$ cat config.mk
export PLATFORM = sky130hd
export DESIGN_NAME = mem_rd_engine
export DESIGN_NICKNAME = d
export VERILOG_FILES = /design/src/rtl/mem_rd_engine.sv
export SDC_FILE = /design/constraint.sdc
export NUM_CORES = 1
export LEC_CHECK = 0
export CORE_AREA = 2 2 157 121
export CTS_CLUSTER_DIAMETER = 30
export DETAILED_ROUTE_END_ITERATION = 12
export DIE_AREA = 0 0 159 123
export HOLD_SLACK_MARGIN = 0.12
export SYNTH_ARGS = -nofsm -noshare
export SYNTH_HDL_FRONTEND = slang
export SYNTH_SLANG_ARGS = --single-unit
$ cat constraint.sdc
create_clock -name clk -period 4.7 [get_ports clk]
set_input_delay 0.94 -clock clk [delete_from_list [all_inputs] [get_ports clk]]
set_output_delay 0.94 -clock clk [all_outputs]
set_load 0.03 [all_outputs]
$ cat src/rtl/mem_rd_engine.sv
// Burst read engine for a registered-read RAM: issues one read per cycle under
// FIFO credit and returns data in order. `MEMRD_RANGE_CHK_EN` adds a start-address check.
module mem_rd_engine #(
    parameter int ADDRBIT = 9,
    parameter int DEPTH   = 512,
    parameter int WIDTH   = 32,
    parameter int LENBIT  = 4,
    parameter int RDLAT   = 2,
    parameter int OBUF    = 4
) (
    input  logic               clk,
    input  logic               rst_,
    input  logic               req_vld,
    output logic               req_rdy,
    input  logic [ADDRBIT-1:0] req_addr,
    input  logic [LENBIT-1:0]  req_len,
    output logic [ADDRBIT-1:0] ra,
    output logic               re,
    input  logic [WIDTH-1:0]   do_i,
    output logic               rsp_vld,
    input  logic               rsp_rdy,
    output logic [WIDTH-1:0]   rsp_data,
    output logic               rsp_last,
    output logic               busy,
    output logic               err
);

    localparam int PTRW = (OBUF > 1) ? $clog2(OBUF) : 1;
    localparam int CNTW = $clog2(OBUF + 1);
    localparam int CRW  = $clog2(2 * OBUF + 2);
    localparam logic [ADDRBIT-1:0] LAST_ADDR = ADDRBIT'(DEPTH - 1);
    localparam logic [PTRW-1:0]    LAST_PTR  = PTRW'(OBUF - 1);

    typedef enum logic {IDLE, RUN} state_t;

    state_t             state_q, state_d;
    logic [ADDRBIT-1:0] addr_q, addr_d;
    logic [LENBIT-1:0]  cnt_q, cnt_d;
    logic [ADDRBIT-1:0] ra_q, ra_d;
    logic               re_q, re_d;
    logic               tag_q, tag_d;
    logic [RDLAT-1:0]   pvld_q, plast_q;
    logic [CNTW-1:0]    inflight_q, occ_q;
    logic [PTRW-1:0]    wr_ptr_q, rd_ptr_q;
    logic [WIDTH:0]     mem_q [OBUF];
    logic               issue, push, push_last, pop, has_credit, range_bad;
    logic [CRW-1:0]     used, limit;

    assign push      = pvld_q[RDLAT-1];
    assign push_last = plast_q[RDLAT-1];
    assign rsp_vld   = (occ_q != '0);
    assign pop       = rsp_vld & rsp_rdy;
    assign rsp_data  = rsp_vld ? mem_q[rd_ptr_q][WIDTH-1:0] : '0;
    assign rsp_last  = rsp_vld & mem_q[rd_ptr_q][WIDTH];
    assign ra        = ra_q;
    assign re        = re_q;
    assign req_rdy   = rst_ & (state_q == IDLE);
    assign busy      = (state_q != IDLE) | (inflight_q != '0) | rsp_vld;

    // A pop on this edge frees a slot for a read issued on the same edge,
    // which keeps one word per cycle flowing when the consumer never stalls.
    assign used       = CRW'(occ_q) + CRW'(inflight_q);
    assign limit      = CRW'(OBUF) + CRW'(pop);
    assign has_credit = (used < limit);

`ifdef MEMRD_RANGE_CHK_EN
    localparam logic [ADDRBIT:0] DEPTH_W = (ADDRBIT+1)'(DEPTH);
    logic err_q;
    assign range_bad = ({1'b0, req_addr} >= DEPTH_W);
    assign err       = err_q;
    always_ff @(posedge clk) begin
        if (!rst_) err_q <= 1'b0;
        else       err_q <= (state_q == IDLE) & req_vld & range_bad;
    end
`else
    assign range_bad = 1'b0;
    assign err       = 1'b0;
`endif

    always_comb begin
        state_d = state_q;
        addr_d  = addr_q;
        cnt_d   = cnt_q;
        ra_d    = ra_q;
        re_d    = 1'b0;
        tag_d   = 1'b0;
        issue   = 1'b0;
        case (state_q)
            IDLE: begin
                if (req_vld && !range_bad) begin
                    addr_d  = req_addr;
                    cnt_d   = req_len;
                    state_d = RUN;
                end
            end
            RUN: begin
                if (has_credit) begin
                    issue  = 1'b1;
                    ra_d   = addr_q;
                    re_d   = 1'b1;
                    tag_d  = (cnt_q == '0);
                    addr_d = (addr_q == LAST_ADDR) ? '0 : addr_q + 1'b1;
                    cnt_d  = cnt_q - 1'b1;
                    if (cnt_q == '0) state_d = IDLE;
                end
            end
            default: state_d = IDLE;
        endcase
    end

    always_ff @(posedge clk) begin
        if (!rst_) begin
            state_q    <= IDLE;
            addr_q     <= '0;
            cnt_q      <= '0;
            ra_q       <= '0;
            re_q       <= 1'b0;
            tag_q      <= 1'b0;
            inflight_q <= '0;
            occ_q      <= '0;
            wr_ptr_q   <= '0;
            rd_ptr_q   <= '0;
        end else begin
            state_q    <= state_d;
            addr_q     <= addr_d;
            cnt_q      <= cnt_d;
            ra_q       <= ra_d;
            re_q       <= re_d;
            tag_q      <= tag_d;
            inflight_q <= inflight_q + CNTW'(issue) - CNTW'(push);
            occ_q      <= occ_q + CNTW'(push) - CNTW'(pop);
            if (push) wr_ptr_q <= (wr_ptr_q == LAST_PTR) ? '0 : wr_ptr_q + 1'b1;
            if (pop)  rd_ptr_q <= (rd_ptr_q == LAST_PTR) ? '0 : rd_ptr_q + 1'b1;
        end
    end

    // Tag pipeline: stage 0 follows the registered re, the last stage lines up with do_i.
    for (genvar gi = 0; gi < RDLAT; gi++) begin : g_pipe
        always_ff @(posedge clk) begin
            if (!rst_) begin
                pvld_q[gi]  <= 1'b0;
                plast_q[gi] <= 1'b0;
            end else if (gi == 0) begin
                pvld_q[gi]  <= re_q;
                plast_q[gi] <= tag_q;
            end else begin
                pvld_q[gi]  <= pvld_q[(gi == 0) ? 0 : gi-1];
                plast_q[gi] <= plast_q[(gi == 0) ? 0 : gi-1];
            end
        end
    end

    always_ff @(posedge clk) begin
        if (push) mem_q[wr_ptr_q] <= {push_last, do_i};
    end

endmodule

==> flow_summary.json, run 1 <==
{
  "required_ns": 3.76,
  "syn-cell-area_mm2": 0.00711,
  "clockBufferDepth": 2,
  "die_w_um": 159,
  "dp_slack_ns": 1.23,
  "port_buffers": 94,
  "post_drt_wl_per_cell_um": 17.8,
  "cts.sinks": 173,
  "fillCellCount": 1572,
  "htreeDepth": 4,
  "via_count": 4079,
  "slew_viol_final": 0,
  "io_pins": 96,
  "finalPower_mw": 4.97,
  "ctsRootBufferMaster": "clkbuf_16",
  "drive_gt1_frac": 0.148,
  "ys_async_sr_fraction": 0,
  "final_core_util": 0.493,
  "hold_buffers": 0,
  "synth_seq_cells": 173,
  "drtPass1Iterations": 4,
  "start_util": 0.394,
  "setup_viol": 0,
  "holdWs_ns": 0.438,
  "leakagePower_nw": 2.97,
  "grt_pass1_wl_mm": 22.7,
  "worstSetupStartpointType": "register",
  "worstPathMaxFanout": 19,
  "fmax_mhz": 264,
  "yosys.area.top_type": "edfxtp_1",
  "fin_nets": 616,
  "holdCritPathClass": "register to register",
  "drc_errors": 0,
  "drt-initial-drc-count": 196,
  "routed_wl_mm": 14.4,
  "routed_via_density": 5.04,
  "cts_tree": "yes",
  "rows": 43,
  "synth_top_cells_by_count": "132 x edfxtp_1, 47 x and2_1, 41 x dfxtp_1, 33 x mux4_2, 25 x a21oi_1",
  "place_inst": 777,
  "ys_types": 48,
  "final_area_mm2": 0.00891,
  "fin_skew_ns": 0.0108,
  "yosys-top-cells-area": "edfxtp_1 56%, dfxtp_1 12%, mux4_2 10%",
  "synth_most_common_cell": "edfxtp_1",
  "coreArea_mm2": 0.0181,
  "totalNegativeSetupSlack_ns": 0,
  "grt_start_max_net_pins": 39,
  "overflow": 0,
  "multi_input_area_mm2": 0.00218,
  "post_cts_buffers": 0,
  "fin_crit_ns": 3.78,
  "n_antenna_cell": 0,
  "setup_ws_ns": 0.918,
  "clk_pin_slew_worst_paths_ns": 0.07,
  "relSlewSlack": 0.360,
  "instances_no_fill": 809,
  "fp.dieH_um": 123,
  "yosysTopAreaCellShare": 0.557,
  "hpwl_mm": 9.10,
  "syn_nets": 520,
  "rsz0062_at_grt": "false",
  "status": "completed",
  "path_class": "register to output pin",
  "avgSynthCellArea_um2": 15.7,
  "ys.warnings.count": 0,
  "dieArea_mm2": 0.0196,
  "worstMarginPinSlew_ns": 0.960,
  "drv_cap": 0,
  "grt_pass1_vias": 4305,
  "synth-seq-area-share": 0.673,
  "routabilityCongestion": 0.853,
  "cp.arrival_ns": 2.84,
  "syn-instance-count": 453,
  "grt_usage": 0.153,
  "cts_buffers": 17,
  "area_growth_pct": 25.2,
  "postPlaceCellArea_mm2": 0.00831,
  "timing.final.crit_share": 0.805,
  "critPathCaptureType": "output pin",
  "synth-main-ff-cell": "edfxtp_1",
  "power.density_mw_per_mm2": 558,
  "clock_latency_ns": 0.43,
  "ir_drop_uv": 277,
  "ctsResizeCount": 0,
  "drtAntennaViolNets": 0,
  "register_area_mm2": 0.00479,
  "antenna_found_initial": 0,
  "synth_edf_count": 132,
  "hold_violations": 0
}
==> per-layer routing <==
| metal | track usage | part of all wire | vias to the layer above |
|---|---|---|---|
| met5 | 0 | 0 | - |
| met4 | 0.0534 | 0.013 | 0 |
| met3 | 0.0429 | 0.052 | 9 |
| met2 | 0.250 | 0.49 | 97 |
| met1 | 0.199 | 0.44 | 2037 |
| li1 | - | - | 1936 |
==> kinds of logic after synthesis <==
family,synth area share
buffers and inverters,0.0216
DFF,0.673
and+or+nand+nor,0.0899
AOI/OAI and AO/OA,0.0647
muxes,0.107
xor gates and xnor gates,0.00862
adders and majority gates,0.0348
other,0.000527
==> critical path, cell delays in order, from the launching register on <==
cell,delay (ns)
dfxtp_2,0.78
buf_4,0.34
mux4_2,0.51
and2_1,0.18
clkdlybuf4s50_1,0.60
==> power by group <==
group / switching [mW] / internal [mW]
logic: 0.953 / 0.730
registers: 0.147 / 1.74
clock network: 0.636 / 0.760
total: 1.74 / 3.24
==> layout make-up <==
type,instances,area share
Clock inverter,15,0.0192
Multi-Input combinational cell,242,0.245
Clock buffer,17,0.0478
Inverter,17,0.00716
Tap cell,247,0.0347
Timing Repair Buffer,98,0.109
Sequential cell,173,0.537
==> final timing paths <==
kind                  from            end  slack [ns]  depth (start not counted)
setup / recovery  register   rsp_data[10]        0.92                          4
hold / removal       tag_q     plast_q[0]        0.44                          1
setup reg to reg  occ_q[0]  inflight_q[2]        1.50                         14
hold reg to reg      tag_q     plast_q[0]        0.44                          1
==> registers in the layout, summed over array words and instances, names as in the netlist, named ones only <==
signal / cells
addr_q: 9
cnt_q: 4
inflight_q: 3
mem_q: 132
occ_q: 3
plast_q: 1
push: 1
push_last: 1
pvld_q: 1
ra: 9
rd_ptr_q: 2
re: 1
state_q: 1
tag_q: 1
wr_ptr_q: 2
==> placed cells by master, fill, tap and decap left out, types with 5 or more instances in the layout <==
cell               n
edfxtp_1         132
clkdlybuf4s50_1   94
and2_1            43
dfxtp_1           39
mux4_2            33
a21oi_1           25
clkbuf_16         17
inv_1             16
nor2_1            16
nand3_1           16
ha_1              15
o21ai_0           12
nand2_1            7
nor3_1             7
xnor2_1            5
o31ai_1            5
inv_8              5
Note: power is estimated with default switching activity, not from simulation.
==> run 2: changes to the inputs <==
==> constraint.sdc (replaced) <==
create_clock -name clk -period 3.7 [get_ports clk]
set_input_delay 0.74 -clock clk [delete_from_list [all_inputs] [get_ports clk]]
set_output_delay 0.74 -clock clk [all_outputs]
set_load 0.03 [all_outputs]
==> flow_summary.json, run 2 (synthesis results as in run 1) <==
{
  "rows": 43,
  "instances_no_fill": 812,
  "p_int_mw": 4.12,
  "drive_gt1_frac": 0.149,
  "cp.arrival_ns": 2.58,
  "post_cts_buffers": 0,
  "coreArea_mm2": 0.0181,
  "dieArea_mm2": 0.0196,
  "status": "completed",
  "area_growth_pct": 25.6,
  "worstMarginPinSlew_ns": 0.953,
  "top_register": "mem_q",
  "relSlewSlack": 0.361,
  "totalNegativeSetupSlack_ns": 0,
  "critPathCaptureType": "output pin",
  "cts_tree": "yes",
  "routabilityCongestion": 0.897,
  "routed_wl_mm": 14.4,
  "required_ns": 2.96,
  "grt_pass1_vias": 4242,
  "worstHoldEndpoint": "plast_q[0]",
  "final_common_cell": "edfxtp_1",
  "regToRegSetupSlack_ns": 0.53,
  "leakagePower_nw": 2.97,
  "dp_slack_ns": 0.532,
  "grt_pass1_wl_mm": 22.9,
  "register_area_mm2": 0.00479,
  "multi_input_area_mm2": 0.00218,
  "via_count": 4115,
  "p_sw_mw": 2.19,
  "setup_viol": 0,
  "min_from": "tag_q",
  "drv_cap": 0,
  "drtAntennaViolNets": 0,
  "holdCritPathClass": "register to register",
  "start_util": 0.394,
  "clockBufferDepth": 2,
  "largest_reg_flops": 132,
  "seq_power_share": 0.373,
  "cts_buffers": 17,
  "final_area_mm2": 0.00893,
  "die_w_um": 159,
  "holdWs_ns": 0.436,
  "slew_viol_final": 0,
  "power_frac_comb": 0.353,
  "fmax_mhz": 302,
  "rsz0062_at_grt": "false",
  "reg2reg_from": "occ_q[1]",
  "hpwl_mm": 9.11,
  "hold_violations": 0,
  "setup_ws_ns": 0.385,
  "worstSetupStartpointType": "register",
  "post_drt_wl_per_cell_um": 17.7,
  "layout_common_cells": "132 x edfxtp_1, 94 x clkdlybuf4s50_1, 43 x and2_1, 39 x dfxtp_1, 33 x mux4_2",
  "hold_depth": 1,
  "postPlaceCellArea_mm2": 0.00836,
  "timing.final.crit_share": 0.896,
  "grt_start_max_net_pins": 34,
  "ir_drop_uv": 277,
  "ff2ff_path_depth": 12,
  "timing.rr.end": "inflight_q[2]",
  "path_class": "register to output pin",
  "antenna_found_initial": 0,
  "power.density_mw_per_mm2": 706,
  "place_inst": 780,
  "htreeDepth": 4,
  "overflow": 0,
  "io_pins": 96,
  "n_antenna_cell": 0,
  "grt_usage": 0.155,
  "clock_latency_ns": 0.42,
  "clk_pin_slew_worst_paths_ns": 0.07,
  "fillCellCount": 1552,
  "drc_errors": 0,
  "ctsResizeCount": 0,
  "hold_buffers": 0,
  "pwr-share-clk": 0.275,
  "fin_crit_ns": 3.32,
  "port_buffers": 94,
  "fin_nets": 619,
  "ctsRootBufferMaster": "clkbuf_16",
  "fin_skew_ns": 0.00789,
  "drtPass1Iterations": 4,
  "drt-initial-drc-count": 346,
  "worstPathMaxFanout": 23,
  "routed_via_density": 5.07,
  "cts.sinks": 173,
  "fp.dieH_um": 123,
  "p_sw_frac": 0.347
}
[run 2: cell count changes in the layout (fill, tap and decap cells not counted), sizes merged]
| cell | change |
|---|---|
| inv | +1 |
| buf | +3 |
| clkinvlp | +1 |
| clkinv | -3 |
| clkbuf | +1 |
[run 2: worst max-delay path by stage]
stage,start,to,slack (ns),cells past startpoint
global route,occ_q[1],rsp_last,0.22,5
global placement,occ_q[1],inflight_q[2],0.61,12
floorplan,occ_q[1],inflight_q[2],0.72,13
finish,occ_q[1],rsp_last,0.38,5
detailed placement,occ_q[1],inflight_q[2],0.53,12
CTS,occ_q[1],rsp_last,0.32,5
[run 2: layout make-up]
cell class	instances	area share
Multi-Input combinational cell	242	0.244
Sequential cell	173	0.536
Inverter	17	0.00714
Clock inverter	14	0.0164
Timing Repair Buffer	101	0.114
Clock buffer	18	0.0480
Tap cell	247	0.0346
[run 2: power by group through the flow]
stage          clock (mW)  combinational, mW  sequential (mW)
3_3_place_gp            0               2.23             2.39
3_5_place_dp            0               2.25             2.39
6_report             1.73               2.22             2.35
2_1_floorplan           0               1.44             2.38
5_1_grt              1.86               2.41             2.37
4_1_cts              1.77               2.26             2.35
[run 2: metal layers]
layer	vias to the layer above	wire length [um]	GRT usage
met5	-	0	0
met4	0	167	0.0500
met3	10	544	0.0419
met2	84	7030	0.260
met1	2085	6670	0.200
li1	1936	-	-
[run 2: critical path: stages (launching register included)]
cell             delay, ns
dfxtp_1               0.51
nor3_4                0.12
inv_2                 0.24
buf_4                 0.32
and2_1                0.26
clkdlybuf4s50_1       0.70
[run 2: metrics by stage]
stage	power, mW	util
2_1_floorplan	3.81	-
3_3_place_gp	4.62	0.462
3_5_place_dp	4.64	0.462
4_1_cts	6.39	0.494
5_1_grt	6.64	0.494
6_report	6.31	0.494
